--- src/rtl/gfx_calc_address_pipe.sv ---
// gfx_calc_address_pipe
// Pipelined graphics address calculator. Turns a pixel (x,y) plus the bitmap
// base, width, height and colour depth into the byte address of the memory
// strip holding that pixel, the pixel's mask begin/end bits and colour-bits
// end bit inside the strip, and a clip flag. Three register stages share one
// global enable, so the whole pipe advances or holds as a unit.
//
// Ports
//   clk, rst_n         clock, asynchronous active-low reset
//   in_valid/in_ready  request handshake (in_ready = !out_valid || out_ready)
//   base_address_i     bitmap base byte address
//   color_depth_i      0=8bpp 1=16bpp 2=24bpp 3=32bpp
//   bmp_width_i        pixels per line
//   bmp_height_i       number of lines
//   x_coord_i          pixel x
//   y_coord_i          pixel y
//   tag_i              sideband tag, returned unchanged on tag_o
//   out_valid/out_ready result handshake
//   address_o          strip-aligned byte address (wraps at AW bits)
//   mb_o, me_o, ce_o   mask begin, mask end, colour-bits end bit in the strip
//   clip_o             pixel lies outside the bitmap
//   tag_o              tag belonging to this result
module gfx_calc_address_pipe #(
  parameter int SW = 128,
  parameter int AW = 32,
  parameter int CW = 16,
  parameter int TW = 8,
  parameter int BN = $clog2(SW) - 1
) (
  input  logic          clk,
  input  logic          rst_n,
  input  logic          in_valid,
  output logic          in_ready,
  input  logic [AW-1:0] base_address_i,
  input  logic [1:0]    color_depth_i,
  input  logic [CW-1:0] bmp_width_i,
  input  logic [CW-1:0] bmp_height_i,
  input  logic [CW-1:0] x_coord_i,
  input  logic [CW-1:0] y_coord_i,
  input  logic [TW-1:0] tag_i,
  output logic          out_valid,
  input  logic          out_ready,
  output logic [AW-1:0] address_o,
  output logic [BN:0]   mb_o,
  output logic [BN:0]   me_o,
  output logic [BN:0]   ce_o,
  output logic          clip_o,
  output logic [TW-1:0] tag_o
);

  localparam logic [1:0] BPP8  = 2'd0;
  localparam logic [1:0] BPP16 = 2'd1;
  localparam logic [1:0] BPP24 = 2'd2;
  localparam logic [1:0] BPP32 = 2'd3;

  localparam int BW    = BN + 1;
  localparam int SB    = $clog2(SW / 8);
  localparam int PPS8  = SW / 8;
  localparam int PPS16 = SW / 16;
  localparam int PPS24 = SW / 24;
  localparam int PPS32 = SW / 32;
  localparam int SH8   = $clog2(PPS8);
  localparam int SH16  = $clog2(PPS16);
  localparam int SH32  = $clog2(PPS32);

  // Dividend is one bit wider than a coordinate so that width+pps-1 (used for
  // the ceiling division) fits. For a d-bit... for an N-bit dividend and
  // divisor p, m = ceil(2^(N+ceil(log2 p)) / p) gives floor(n*m >> shift) ==
  // floor(n/p) for every n < 2^N, and m fits in N+1 bits.
  localparam int DW  = CW + 1;
  localparam int PW  = 2 * DW + 1;
  localparam int L24 = $clog2(PPS24);
  localparam int S24 = DW + L24;
  localparam logic [DW:0] M24 =
    (DW+1)'(((64'd1 << S24) + 64'(PPS24) - 64'd1) / 64'(PPS24));

  function automatic logic [CW-1:0] ppsOf(input logic [1:0] depth);
    case (depth)
      BPP8:    ppsOf = CW'(PPS8);
      BPP24:   ppsOf = CW'(PPS24);
      BPP32:   ppsOf = CW'(PPS32);
      default: ppsOf = CW'(PPS16);
    endcase
  endfunction

  function automatic logic [15:0] bppOf(input logic [1:0] depth);
    case (depth)
      BPP8:    bppOf = 16'd8;
      BPP24:   bppOf = 16'd24;
      BPP32:   bppOf = 16'd32;
      default: bppOf = 16'd16;
    endcase
  endfunction

  // Colour bits minus one; 32bpp carries 30 colour bits.
  function automatic logic [15:0] cbm1Of(input logic [1:0] depth);
    case (depth)
      BPP8:    cbm1Of = 16'd7;
      BPP24:   cbm1Of = 16'd23;
      BPP32:   cbm1Of = 16'd29;
      default: cbm1Of = 16'd15;
    endcase
  endfunction

  // Power-of-two strip populations divide by shifting; 24bpp uses the
  // exact reciprocal multiply.
  function automatic logic [CW-1:0] divPps(input logic [DW-1:0] n,
                                           input logic [1:0]    depth);
    logic [PW-1:0] prod;
    prod = PW'(n) * PW'(M24);
    case (depth)
      BPP8:    divPps = CW'(n >> SH8);
      BPP24:   divPps = CW'(prod >> S24);
      BPP32:   divPps = CW'(n >> SH32);
      default: divPps = CW'(n >> SH16);
    endcase
  endfunction

  logic          en;

  logic          v1_q, v2_q, v3_q;

  logic [AW-1:0] base1_q;
  logic [1:0]    depth1_q;
  logic [CW-1:0] y1_q;
  logic [CW-1:0] stripNum1_q, stripNum1_d;
  logic [CW-1:0] numStrips1_q, numStrips1_d;
  logic [BW-1:0] idx1_q, idx1_d;
  logic          clip1_q, clip1_d;
  logic [TW-1:0] tag1_q;
  logic [CW-1:0] pps0;
  logic [CW-1:0] xFloor;

  logic [AW-1:0] base2_q;
  logic [AW-1:0] lin2_q, lin2_d;
  logic [BW-1:0] mb2_q, mb2_d;
  logic [BW-1:0] me2_q, me2_d;
  logic [BW-1:0] ce2_q, ce2_d;
  logic          clip2_q;
  logic [TW-1:0] tag2_q;
  logic [15:0]   bpp2, cbm12, mbWide;

  logic [AW-1:0] addr3_q, addr3_d;
  logic [BW-1:0] mb3_q, me3_q, ce3_q;
  logic          clip3_q;
  logic [TW-1:0] tag3_q;

  assign en        = !v3_q || out_ready;
  assign in_ready  = en;
  assign out_valid = v3_q;
  assign address_o = addr3_q;
  assign mb_o      = mb3_q;
  assign me_o      = me3_q;
  assign ce_o      = ce3_q;
  assign clip_o    = clip3_q;
  assign tag_o     = tag3_q;

  // First stage: the two divisions by pixels-per-strip and the clip test.
  always_comb begin
    pps0         = ppsOf(color_depth_i);
    stripNum1_d  = divPps({1'b0, x_coord_i}, color_depth_i);
    xFloor       = stripNum1_d * pps0;
    idx1_d       = BW'(x_coord_i - xFloor);
    numStrips1_d = divPps({1'b0, bmp_width_i} + {1'b0, pps0} - DW'(1),
                          color_depth_i);
    clip1_d      = (x_coord_i >= bmp_width_i) || (y_coord_i >= bmp_height_i);
  end

  // Second stage: bit positions inside the strip and the linear strip index.
  // The strip index is kept modulo 2^AW since the address wraps anyway.
  always_comb begin
    bpp2   = bppOf(depth1_q);
    cbm12  = cbm1Of(depth1_q);
    mbWide = 16'(idx1_q) * bpp2;
    mb2_d  = BW'(mbWide);
    me2_d  = BW'(mbWide + bpp2 - 16'd1);
    ce2_d  = BW'(mbWide + cbm12);
    lin2_d = AW'(numStrips1_q) * AW'(y1_q) + AW'(stripNum1_q);
  end

  // Third stage: scale the strip index to bytes and add the base.
  always_comb begin
    addr3_d = base2_q + (lin2_q << SB);
  end

  // Pipeline registers. Data only loads behind a valid request, so bubbles
  // leave the last result in place rather than clocking in idle inputs.
  always_ff @(posedge clk or negedge rst_n) begin
    if (!rst_n) begin
      v1_q         <= 1'b0;
      v2_q         <= 1'b0;
      v3_q         <= 1'b0;
      base1_q      <= '0;
      depth1_q     <= '0;
      y1_q         <= '0;
      stripNum1_q  <= '0;
      numStrips1_q <= '0;
      idx1_q       <= '0;
      clip1_q      <= 1'b0;
      tag1_q       <= '0;
      base2_q      <= '0;
      lin2_q       <= '0;
      mb2_q        <= '0;
      me2_q        <= '0;
      ce2_q        <= '0;
      clip2_q      <= 1'b0;
      tag2_q       <= '0;
      addr3_q      <= '0;
      mb3_q        <= '0;
      me3_q        <= '0;
      ce3_q        <= '0;
      clip3_q      <= 1'b0;
      tag3_q       <= '0;
    end else if (en) begin
      v1_q <= in_valid;
      v2_q <= v1_q;
      v3_q <= v2_q;
      if (in_valid) begin
        base1_q      <= base_address_i;
        depth1_q     <= color_depth_i;
        y1_q         <= y_coord_i;
        stripNum1_q  <= stripNum1_d;
        numStrips1_q <= numStrips1_d;
        idx1_q       <= idx1_d;
        clip1_q      <= clip1_d;
        tag1_q       <= tag_i;
      end
      if (v1_q) begin
        base2_q <= base1_q;
        lin2_q  <= lin2_d;
        mb2_q   <= mb2_d;
        me2_q   <= me2_d;
        ce2_q   <= ce2_d;
        clip2_q <= clip1_q;
        tag2_q  <= tag1_q;
      end
      if (v2_q) begin
        addr3_q <= addr3_d;
        mb3_q   <= mb2_q;
        me3_q   <= me2_q;
        ce3_q   <= ce2_q;
        clip3_q <= clip2_q;
        tag3_q  <= tag2_q;
      end
    end
  end

endmodule

--- config.mk ---
export PLATFORM = sky130hd
export DESIGN_NAME = gfx_calc_address_pipe
export DESIGN_NICKNAME = d
export VERILOG_FILES = /design/src/rtl/gfx_calc_address_pipe.sv
export SDC_FILE = /design/constraint.sdc
export NUM_CORES = 2
export LEC_CHECK = 0
export ABC_AREA = 1
export CORE_MARGIN = 2
export CORE_UTILIZATION = 54
export CTS_CLUSTER_SIZE = 28
export DETAILED_ROUTE_END_ITERATION = 16
export PLACE_DENSITY_LB_ADDON = 0.15
export SYNTH_ARGS = -nofsm -noshare
export SYNTH_HDL_FRONTEND = slang
export SYNTH_SLANG_ARGS = --single-unit
--- constraint.sdc ---
create_clock -name clk -period 8.3 [get_ports clk]
set_input_delay 2.49 -clock clk [delete_from_list [all_inputs] [get_ports clk]]
set_output_delay 2.49 -clock clk [all_outputs]
set_load 0.005 [all_outputs]
==> results_tabular.tex <==
\begin{tabular}{lr}
\hline
Metric & Value \\
\hline
\multicolumn{2}{l}{\textbf{CTS}} \\
CTS tree & built \\
Source-to-sink clock delay at the later pin of the worst-skew pair & about 0.56 ns \\
Total number of clock tree sinks & 231 \\
Clk pin slew, worst setup/hold paths & 0.06 ns \\
Clock Path Buffers & 3 \\
CTS H-Tree Depth & 1 \\
TritonCTS Buffers & 25 \\
Cell at the root of the clock tree & sky130\_fd\_sc\_hd\_\_clkbuf\_16 \\
\multicolumn{2}{l}{\textbf{Floorplanning}} \\
Vertical die dimension & 246.2 um \\
Floorplan core area & 57810 um2 \\
Starting Density & 0.5481 \\
Number of ports placed on the die boundary & 174 \\
Die Wd & 246.2 um \\
Die Footprint & 60630 um2 \\
Standard-cell row count & just under 90 \\
\multicolumn{2}{l}{\textbf{Layout}} \\
Area of the multi-input gates & 23030 um2 \\
Total non-filler cell area in the finished layout & $\sim$38000 um2 \\
Count of fill cells added during filler insertion & 5025 \\
Ant diodes & 0 \\
Number of nets in the finished design & 5342 \\
Area of all sequential standard cells & 5781 um2 \\
Layout cells sized above 1 & 0.1420 \\
Syn-to-layout area delta & 20.97\% \\
Layout Cells excl Fill & 5209 \\
\multicolumn{2}{l}{\textbf{Synthesis}} \\
Number of enable-type register cells in the synthesized netlist & 0 \\
Mean post-synth cell area & 7.848 um2 \\
Flip-flop and latch count after synthesis & 231 \\
Commonest cells post-synth & 1054 x sky130\_fd\_sc\_hd\_\_nand2\_1, 920 x sky130\_fd\_sc\_hd\_\_inv\_1, 445 x sky130\_fd\_sc\_hd\_\_ha\_1 \\
Netlist Area Pre-Place & roughly 32000 um2 \\
Biggest area contributors in the synthesized netlist & sky130\_fd\_sc\_hd\_\_fa\_1 23\%, sky130\_fd\_sc\_hd\_\_dfrtp\_1 18\%, sky130\_fd\_sc\_hd\_\_ha\_1 18\% \\
Post-Synthesis Cells & 4037 \\
Most instantiated library cell after synthesis & sky130\_fd\_sc\_hd\_\_nand2\_1 \\
Number of warnings issued by yosys & 0 \\
Sequential fraction of the synthesis area & 0.1824 \\
Share of the synthesized area in the top cell type & 0.2287 \\
Post-synth ARST share & 1.000 \\
Most area-hungry cell type in the Yosys netlist & sky130\_fd\_sc\_hd\_\_fa\_1 \\
Distinct cell type count of the synthesized netlist & between 60 and 70 \\
Most used flip-flop cell after synthesis & sky130\_fd\_sc\_hd\_\_dfrtp\_1 \\
\multicolumn{2}{l}{\textbf{Critical path}} \\
Slowest-stage cell, CP & sky130\_fd\_sc\_hd\_\_fa\_2 \\
Startpoint of the most critical register-to-register path & numStrips1\_q[11] \\
Worst path required time & 8.74 ns \\
Kind of capture point of the worst setup path & flop \\
Critical path buffer and inverter count & 9 \\
Register-to-Register Setup Slack & 1.98 ns \\
Critical path type & in2reg \\
Depth of the most critical reg-to-reg path & 22 \\
Worst Path Arrival & roughly 8.7 ns \\
Peak fanout along the critical path & 4 \\
Critical Path Max Stage Delay & 0.58 ns \\
Worst reg2reg path endpoint & lin2\_q[23] \\
Kind of start point of the critical path & input pin \\
Family with the most delay on the worst path & adder cells \\
\multicolumn{2}{l}{\textbf{Placed design}} \\
Port Buf Inserts & 170 \\
Number of placed instances, taps included & 5148 \\
Final weighted congestion of routability-driven global placement & 0.9772 \\
Instance area after placement & 36700 um2 \\
Detail Placement HPWL & $\sim$72 mm \\
Place WS & -0.9365 ns \\
\multicolumn{2}{l}{\textbf{STA}} \\
Unrepaired setup endpoints after global routing & yes \\
Min setup slack post-route & 0.04216 ns \\
Worst hold slack & $\sim$0.45 ns \\
Clock period minus worst slack & between 8 and 9 ns \\
Final setup violation count & 0 \\
Final count of pins violating max slew & 0 \\
Achievable frequency & 121.1 MHz \\
Worst slew pin tran & $\sim$0.97 ns \\
Fin crit share & 0.9949 \\
Final hold violation count & 0 \\
Maximum clock skew at final layout & $\sim$0.0096 ns \\
Tightest slew margin relative to the limit & 0.3549 \\
\multicolumn{2}{l}{\textbf{Drt}} \\
Post-detailed-route wirelength per cell & $\sim$17 um \\
Overall routed net length & 88.47 mm \\
Iteration-0 DRC Markers & between 1500 and 2000 \\
Number of vias per cell after detailed routing & just over 5 \\
Total via count after detailed routing & 26880 \\
Remaining number of nets flagged by the antenna check after routing & 0 \\
Drc violations & 0 \\
Pre-Repair DR Iteration Count & 5 \\
\multicolumn{2}{l}{\textbf{Run status}} \\
Outcome & finished, final reports clean \\
\multicolumn{2}{l}{\textbf{Global route}} \\
Total congestion overflow & 0 \\
Most Crowded Layer GR & met2 \\
Vias in the first global route & 27070 \\
Met2 Use GR & 0.4932 \\
Maximum number of pins on one net before global-route repair & 168 \\
Antenna violations before repair & 0 \\
GRT met3 Usage & 0.03203 \\
Wire length of the first global-routing pass & 140.0 mm \\
Global-route met1 utilization & 0.3957 \\
Global router's overall resource usage & 0.2935 \\
\multicolumn{2}{l}{\textbf{Min path}} \\
Endpoint of the worst hold path & me2\_q[2] \\
Hold crit path type & reg2reg \\
Worst Hold Depth & 2 \\
Hold path startpoint & me2\_q[2] \\
\multicolumn{2}{l}{\textbf{Job}} \\
Number of violations of the max-capacitance limit & 0 \\
\hline
\end{tabular}
[tightest hold or removal path, delay by kind of cell, from the launching register on]
kind	cells	cell delay (ns)
buf+inv	1	0.05
flops	1	0.32
simple gates	1	0.06
[state kept, by name, indices dropped and copies added (netlist names), 14 cells and up]
signal / flops
numStrips1_q: 15
y1_q: 16
base1_q: 32
lin2_q: 28
address_o: 32
stripNum1_q: 14
base2_q: 32
[final cells by class]
cell class                      count  share of cell area
Inverter                          930             0.09167
Timing Repair Buffer              483              0.1093
Tap cell                          765             0.02497
Multi-Input combinational cell   2754              0.6010
Sequential cell                   231              0.1508
Clock buffer                       32             0.01831
Clock inverter                     14            0.003950
[how the worst max path moves through the flow]
stage | from | to | slack, ns | cells after the start
after global placement | color_depth_i[0] | numStrips1_q[5] | -0.80 | 39
after floorplan | color_depth_i[0] | numStrips1_q[5] | -0.30 | 39
after CTS | bmp_width_i[4] | numStrips1_q[5] | 0.001 | 33
final | color_depth_i[1] | numStrips1_q[11] | 0.04 | 33
after global routing | color_depth_i[1] | numStrips1_q[11] | -0.20 | 37
after detailed placement | color_depth_i[1] | numStrips1_q[11] | -0.94 | 30
[kinds of logic after synthesis]
| group | Yosys count | share of synthesized area |
|---|---|---|
| fa+ha+maj | 807 | 0.4045 |
| compound gates | 471 | 0.08593 |
| simple gates | 1403 | 0.1800 |
| flops | 231 | 0.1824 |
| xor+xnor | 70 | 0.02065 |
| buf+inv | 1054 | 0.1264 |
| other cells | 1 | 0.0001184 |
[per-stage QoR]
stage	util	TNS (ns)
3_3_place_gp	0.6349	-12.70
3_5_place_dp	0.6349	-14.36
2_1_floorplan	-	-2.465
4_1_cts	0.6517	0
5_1_grt	0.6631	-2.078
6_report	0.6631	0
[routing by layer]
metal | up-vias | wire length [um] | share of wire
met2 | 734 | 42140 | 0.48
met3 | 168 | 4649 | 0.053
met1 | 12860 | 38620 | 0.44
li1 | 13120 | - | -
met5 | - | 0 | 0
met4 | 0 | 3071 | 0.035
[placed cells by master (no fill, tap or decap), types with 25 or more instances in the layout]
master / n
sky130_fd_sc_hd__a21oi_1: 134
sky130_fd_sc_hd__fa_1: 356
sky130_fd_sc_hd__clkbuf_16: 25
sky130_fd_sc_hd__ha_1: 401
sky130_fd_sc_hd__xnor2_1: 26
sky130_fd_sc_hd__inv_1: 885
sky130_fd_sc_hd__xor2_1: 38
sky130_fd_sc_hd__ha_4: 41
sky130_fd_sc_hd__buf_4: 304
sky130_fd_sc_hd__inv_2: 39
sky130_fd_sc_hd__nor2_1: 116
sky130_fd_sc_hd__clkdlybuf4s50_1: 146
sky130_fd_sc_hd__dfrtp_1: 231
sky130_fd_sc_hd__nand3_1: 91
sky130_fd_sc_hd__o21ai_0: 155
sky130_fd_sc_hd__nand2_2: 42
sky130_fd_sc_hd__o21ai_1: 36
sky130_fd_sc_hd__nand2_1: 1023
[what timing repair did]
action	CTS	global route
pin swaps	31	81
endpoints found under the hold margin	0	0
setup buffers	5	10
endpoints found under the setup margin	17	18
hold buffers	0	0
resized for setup	31	154
Power is not shown: default switching activity piles up to over one toggle a cycle in this logic, so the estimate is an artifact.
